### src/rtl/decoder_round_controller.sv
// Round sequencer between a syndrome source, the Helios decoder and a result sink.
// A one-entry frame buffer feeds an IDLE/START/WAIT/REPORT controller that has a result timeout.
module decoder_round_controller #(
   parameter int unsigned PU_COUNT                = 18,
   parameter int unsigned ITERATION_COUNTER_WIDTH = 8,
   parameter int unsigned ROUND_ID_WIDTH          = 16,
   parameter int unsigned TIMEOUT_CYCLES          = 1024,
   parameter int unsigned STAT_WIDTH              = 32
) (
   input  logic                               clk,
   input  logic                               reset,
   input  logic                               in_valid,
   output logic                               in_ready,
   input  logic [PU_COUNT-1:0]                in_measurements,
   input  logic [ROUND_ID_WIDTH-1:0]          in_round_id,
   output logic                               dec_new_round_start,
   output logic [PU_COUNT-1:0]                dec_measurements,
   input  logic                               dec_result_valid,
   input  logic [ITERATION_COUNTER_WIDTH-1:0] dec_iteration_counter,
   input  logic [31:0]                        dec_cycle_counter,
   output logic                               out_valid,
   input  logic                               out_ready,
   output logic [ROUND_ID_WIDTH-1:0]          out_round_id,
   output logic [ITERATION_COUNTER_WIDTH-1:0] out_iterations,
   output logic [31:0]                        out_cycles,
   output logic                               out_timeout,
   output logic                               busy,
   output logic [STAT_WIDTH-1:0]              rounds_done,
   output logic [STAT_WIDTH-1:0]              timeouts
);

   localparam int unsigned TW = $clog2(TIMEOUT_CYCLES);
   localparam logic [TW-1:0] TIMER_LAST = TW'(TIMEOUT_CYCLES - 1);

   typedef enum logic [1:0] {S_IDLE, S_START, S_WAIT, S_REPORT} state_t;

   state_t                             state_q, state_d;
   logic                               pend_full_q, pend_full_d;
   logic [PU_COUNT-1:0]                pend_meas_q, pend_meas_d;
   logic [ROUND_ID_WIDTH-1:0]          pend_id_q, pend_id_d;
   logic [PU_COUNT-1:0]                act_meas_q, act_meas_d;
   logic [ROUND_ID_WIDTH-1:0]          act_id_q, act_id_d;
   logic                               start_q, start_d;
   logic [TW-1:0]                      timer_q, timer_d;
   logic                               armed_q, armed_d;
   logic                               out_valid_q, out_valid_d;
   logic [ROUND_ID_WIDTH-1:0]          out_id_q, out_id_d;
   logic [ITERATION_COUNTER_WIDTH-1:0] out_iter_q, out_iter_d;
   logic [31:0]                        out_cycles_q, out_cycles_d;
   logic                               out_timeout_q, out_timeout_d;
   logic [STAT_WIDTH-1:0]              rounds_q, rounds_d;
   logic [STAT_WIDTH-1:0]              tmo_q, tmo_d;

   always_comb begin
      state_d       = state_q;
      pend_full_d   = pend_full_q;
      pend_meas_d   = pend_meas_q;
      pend_id_d     = pend_id_q;
      act_meas_d    = act_meas_q;
      act_id_d      = act_id_q;
      start_d       = 1'b0;
      timer_d       = timer_q;
      armed_d       = armed_q;
      out_valid_d   = out_valid_q;
      out_id_d      = out_id_q;
      out_iter_d    = out_iter_q;
      out_cycles_d  = out_cycles_q;
      out_timeout_d = out_timeout_q;
      rounds_d      = rounds_q;
      tmo_d         = tmo_q;

      // Accept only into an empty buffer and pop only a full one, so the two never coincide.
      if (in_valid && !pend_full_q) begin
         pend_full_d = 1'b1;
         pend_meas_d = in_measurements;
         pend_id_d   = in_round_id;
      end

      case (state_q)
         S_IDLE: begin
            if (pend_full_q) begin
               act_meas_d  = pend_meas_q;
               act_id_d    = pend_id_q;
               pend_full_d = 1'b0;
               start_d     = 1'b1;
               state_d     = S_START;
            end
         end
         S_START: begin
            timer_d = '0;
            armed_d = 1'b0;
            state_d = S_WAIT;
         end
         S_WAIT: begin
            timer_d = timer_q + 1'b1;
            if (!dec_result_valid) armed_d = 1'b1;
            // A result level left over from the previous round is ignored until it has been seen low.
            if (armed_q && dec_result_valid) begin
               out_valid_d   = 1'b1;
               out_id_d      = act_id_q;
               out_iter_d    = dec_iteration_counter;
               out_cycles_d  = dec_cycle_counter;
               out_timeout_d = 1'b0;
               state_d       = S_REPORT;
            end else if (timer_q == TIMER_LAST) begin
               out_valid_d   = 1'b1;
               out_id_d      = act_id_q;
               out_iter_d    = '0;
               out_cycles_d  = 32'(TIMEOUT_CYCLES);
               out_timeout_d = 1'b1;
               tmo_d         = tmo_q + 1'b1;
               state_d       = S_REPORT;
            end
         end
         S_REPORT: begin
            if (out_ready) begin
               out_valid_d = 1'b0;
               rounds_d    = rounds_q + 1'b1;
               state_d     = S_IDLE;
            end
         end
         default: state_d = S_IDLE;
      endcase
   end

   always_ff @(posedge clk or negedge reset) begin
      if (!reset) begin
         state_q       <= S_IDLE;
         pend_full_q   <= 1'b0;
         pend_meas_q   <= '0;
         pend_id_q     <= '0;
         act_meas_q    <= '0;
         act_id_q      <= '0;
         start_q       <= 1'b0;
         timer_q       <= '0;
         armed_q       <= 1'b0;
         out_valid_q   <= 1'b0;
         out_id_q      <= '0;
         out_iter_q    <= '0;
         out_cycles_q  <= '0;
         out_timeout_q <= 1'b0;
         rounds_q      <= '0;
         tmo_q         <= '0;
      end else begin
         state_q       <= state_d;
         pend_full_q   <= pend_full_d;
         pend_meas_q   <= pend_meas_d;
         pend_id_q     <= pend_id_d;
         act_meas_q    <= act_meas_d;
         act_id_q      <= act_id_d;
         start_q       <= start_d;
         timer_q       <= timer_d;
         armed_q       <= armed_d;
         out_valid_q   <= out_valid_d;
         out_id_q      <= out_id_d;
         out_iter_q    <= out_iter_d;
         out_cycles_q  <= out_cycles_d;
         out_timeout_q <= out_timeout_d;
         rounds_q      <= rounds_d;
         tmo_q         <= tmo_d;
      end
   end

   assign in_ready            = ~pend_full_q;
   assign dec_new_round_start = start_q;
   assign dec_measurements    = act_meas_q;
   assign out_valid           = out_valid_q;
   assign out_round_id        = out_id_q;
   assign out_iterations      = out_iter_q;
   assign out_cycles          = out_cycles_q;
   assign out_timeout         = out_timeout_q;
   assign busy                = (state_q != S_IDLE) || pend_full_q;
   assign rounds_done         = rounds_q;
   assign timeouts            = tmo_q;

endmodule

### config.mk
export PLATFORM = sky130hd
export DESIGN_NAME = decoder_round_controller
export DESIGN_NICKNAME = d
export VERILOG_FILES = /design/src/rtl/decoder_round_controller.sv
export SDC_FILE = /design/constraint.sdc
export NUM_CORES = 1
export LEC_CHECK = 0
export CAP_MARGIN = 20
export CORE_MARGIN = 2
export CORE_UTILIZATION = 45
export CTS_CLUSTER_DIAMETER = 30
export DETAILED_ROUTE_END_ITERATION = 16
export PLACE_DENSITY = 0.75
export SLEW_MARGIN = 40
export SYNTH_ARGS = -nofsm -noshare
export SYNTH_HDL_FRONTEND = slang
export SYNTH_SLANG_ARGS = --single-unit
export TNS_END_PERCENT = 30
### constraint.sdc
create_clock -name clk -period 4.7 [get_ports clk]
set_clock_uncertainty 0.2 [all_clocks]
set_input_delay 1.175 -clock clk [delete_from_list [all_inputs] [get_ports clk]]
set_output_delay 1.175 -clock clk [all_outputs]
set_load 0.01 [all_outputs]
==> metrics.csv <==
metric,value,unit
status,"finished, final reports clean",
areaGrowthSynthToFinish,47.5,%
yosys_warnings,0,
dp_hpwl,13800,microns
synthFlopType,dfrtp_1,
grt_max_degree,75,
crit_arrival,1970,ps
synth_edf_count,0,
crit_type,reg2out,
synthArstFlopShare,1.00,
power.total,7.72,mW
grt_pass1_wl,33100,microns
viasPerCell,5.28,
syn_area,8320,sq um
final.setup.tns,0,ps
power_frac_clock,0.372,
p_per_area,629,nW/um^2
drtAntennaViolNets,0,
post-place-ws,1310,ps
post-route-cell-area,12300,sq um
dr.first_iter.drc_count,290,
wl_met3,1630,microns
finalSetupViolCount,0,
wl_met1,8260,microns
vdd_ir_drop_max,0.435,mV
clk_latency,510,ps
ys_ff_latch,205,
wl_met2,9670,microns
drc_errors,0,
synthSimpleGateAreaFrac,0.105,
setup_slack,1360,ps
synth_compound_area_frac,0.0576,
port_buffers,221,
slew_violations,0,
final-hold-violation-count,0,
routed.top_layer,met4,
synthXorXnorAreaFrac,0.0683,
crit_fanout,4,
htreeDepth,2,
die_area,19600,sq um
io_pins,222,
drv_cap,0,
postSynthAreaPerCell,13.3,sq um
seqPwrFrac,0.349,
post_dp_cell_area,10900,sq um
relSlewSlack,0.468,
fp-row-count,49,
layout_min_cycle_time,3340,ps
final_common_cell,clkdlybuf4s50_1,
hold_buffers,0,
postCtsSetupBuffers,0,
yosysSeqAreaShare,0.617,
syn-num-nets,711,
synth_cell_type_count,41,
finalNetCount,961,
cts_buffers,42,
drive_above_1_share,0.198,
leakagePower,5.42,nW
rsz0062_at_grt,false,
start_util,0.461,
cts-root-buf,clkbuf_16,
worst_ep_required_time,3320,ps
postSynthCellCount,624,
fin_crit_sh,0.711,
p_comb_frac,0.279,
cts.sinks,205,
final_cell_mix,"clkdlybuf4s50_1 (220), dfrtp_1 (205), mux2_2 (87)",
wl,20100,microns
muxShareOfSynthArea,0.120,
place.gp.congestion,0.837,
die_height,140,microns
grtUsageTotal,0.207,
swShare,0.277,
p_int,5.58,mW
synth_adder_area_share,0.0120,
endpoint_kind,output port,
p_switching,2.14,mW
grt_remaining_overflow,0,
fmax,299,MHz
worstMarginPinSlew,790,ps
clk_pin_slew_worst_paths,50,ps
synth_top_family_by_area,multiplexers,
min_path_type,reg2reg,
post_cts_resized,0,
tritoncts,built,
core-area,18000,sq um
clock_path_buffers,3,
die_x,140,microns
grt_pass1_vias,6358,
worstSetupStartpointType,flop,
antenna_found_initial,0,
n_antenna_cell,0,
routedWlPerCell,17.7,microns
dr.pass1.iters,6,
vias,5980,
## per-layer routing
layer / global-route usage / vias to the layer above
met4: 0.0700 / 0
li1: - / 2757
met2: 0.336 / 203
met5: 0 / -
met1: 0.259 / 2972
met3: 0.0742 / 48
## cells in the mapped netlist (2+ instances only)
| cell type | count | area, sq um |
|---|---|---|
| a21oi_1 | 3 | 15.0 |
| clkbuf_1 | 23 | 86.3 |
| xnor2_1 | 42 | 368 |
| nand4_1 | 22 | 138 |
| and3_1 | 10 | 62.6 |
| mux2_2 | 87 | 980 |
| a21o_1 | 5 | 37.5 |
| inv_1 | 13 | 48.8 |
| nor2_1 | 13 | 48.8 |
| nand3_2 | 2 | 20.0 |
| nor3_1 | 9 | 45.0 |
| or3_1 | 2 | 12.5 |
| nor4b_1 | 2 | 17.5 |
| nand2_1 | 36 | 135 |
| nand3_1 | 29 | 145 |
| xor2_1 | 21 | 184 |
| dfrtp_1 | 205 | 5130 |
| o21ai_0 | 6 | 30.0 |
| nor4_1 | 20 | 125 |
| buf_6 | 2 | 22.5 |
| a22o_1 | 39 | 342 |
| nor2b_1 | 3 | 18.8 |
| and4_1 | 4 | 35.0 |
| mux2i_1 | 2 | 20.0 |
| ha_1 | 8 | 100 |
## logic make-up (layout without fill, tap and decap cells)
group / after synthesis / after routing
flops: 205 / 205
fa+ha+maj: 8 / 8
simple gates: 159 / 159
buf+inv: 39 / 319
xor+xnor: 64 / 64
compound gates: 60 / 60
mux: 89 / 89
## through the flow
step / cells / hold WS [ps] / utilization
after floorplan: 624 / 275 / -
after global placement: 1056 / 263 / 0.599
after detailed placement: 1059 / 267 / 0.603
after CTS: 1133 / 273 / 0.680
after global routing: 1133 / 286 / 0.680
final: 1133 / 271 / 0.680
## power groups by stage
stage | clock [mW] | sequential, mW | combinational, mW
after global placement | 0 | 2.68 | 2.07
after detailed placement | 0 | 2.71 | 2.16
after CTS | 2.92 | 2.70 | 2.18
final | 2.87 | 2.70 | 2.15
after global routing | 3.01 | 2.78 | 2.33
after floorplan | 0 | 2.79 | 0.963
## sequential cells by signal (all words and copies together), names as in the netlist, 8 cells and up
name / count
rounds_done: 32
dec_measurements: 18
act_id_q: 16
out_iterations: 8
pend_id_q: 16
out_round_id: 16
timeouts: 32
timer_q: 10
pend_meas_q: 18
out_cycles: 32
## path summary, 6_finish.rpt
check                        startpoint              to  slack (ps)  cells past startpoint
setup / recovery             state_q[0]            busy        1360                      4
hold / removal             timeouts[31]    timeouts[31]         270                      1
setup reg to reg             state_q[0]    timeouts[30]        1850                      6
hold reg to reg            timeouts[31]    timeouts[31]         270                      1
max in group asynchronous         reset  pend_meas_q[0]        3120                      2
min in group asynchronous         reset     out_timeout         410                      1
## critical path: stages, from the launching register on
cell             delay (ps)
dfrtp_1                 370
inv_1                   100
ha_1                    250
nand2_1                 130
clkdlybuf4s50_1         610
## layout make-up
class | count | area, sq um
flip-flops and latches | 205 | 5130
inverters | 13 | 48.8
clock buffers | 52 | 1150
well taps | 229 | 287
fillers | 1316 | 5760
repair buffers | 232 | 2360
multi-input cells | 380 | 3050
clock inverters | 22 | 244
Power figures use the tool's default switching activity.
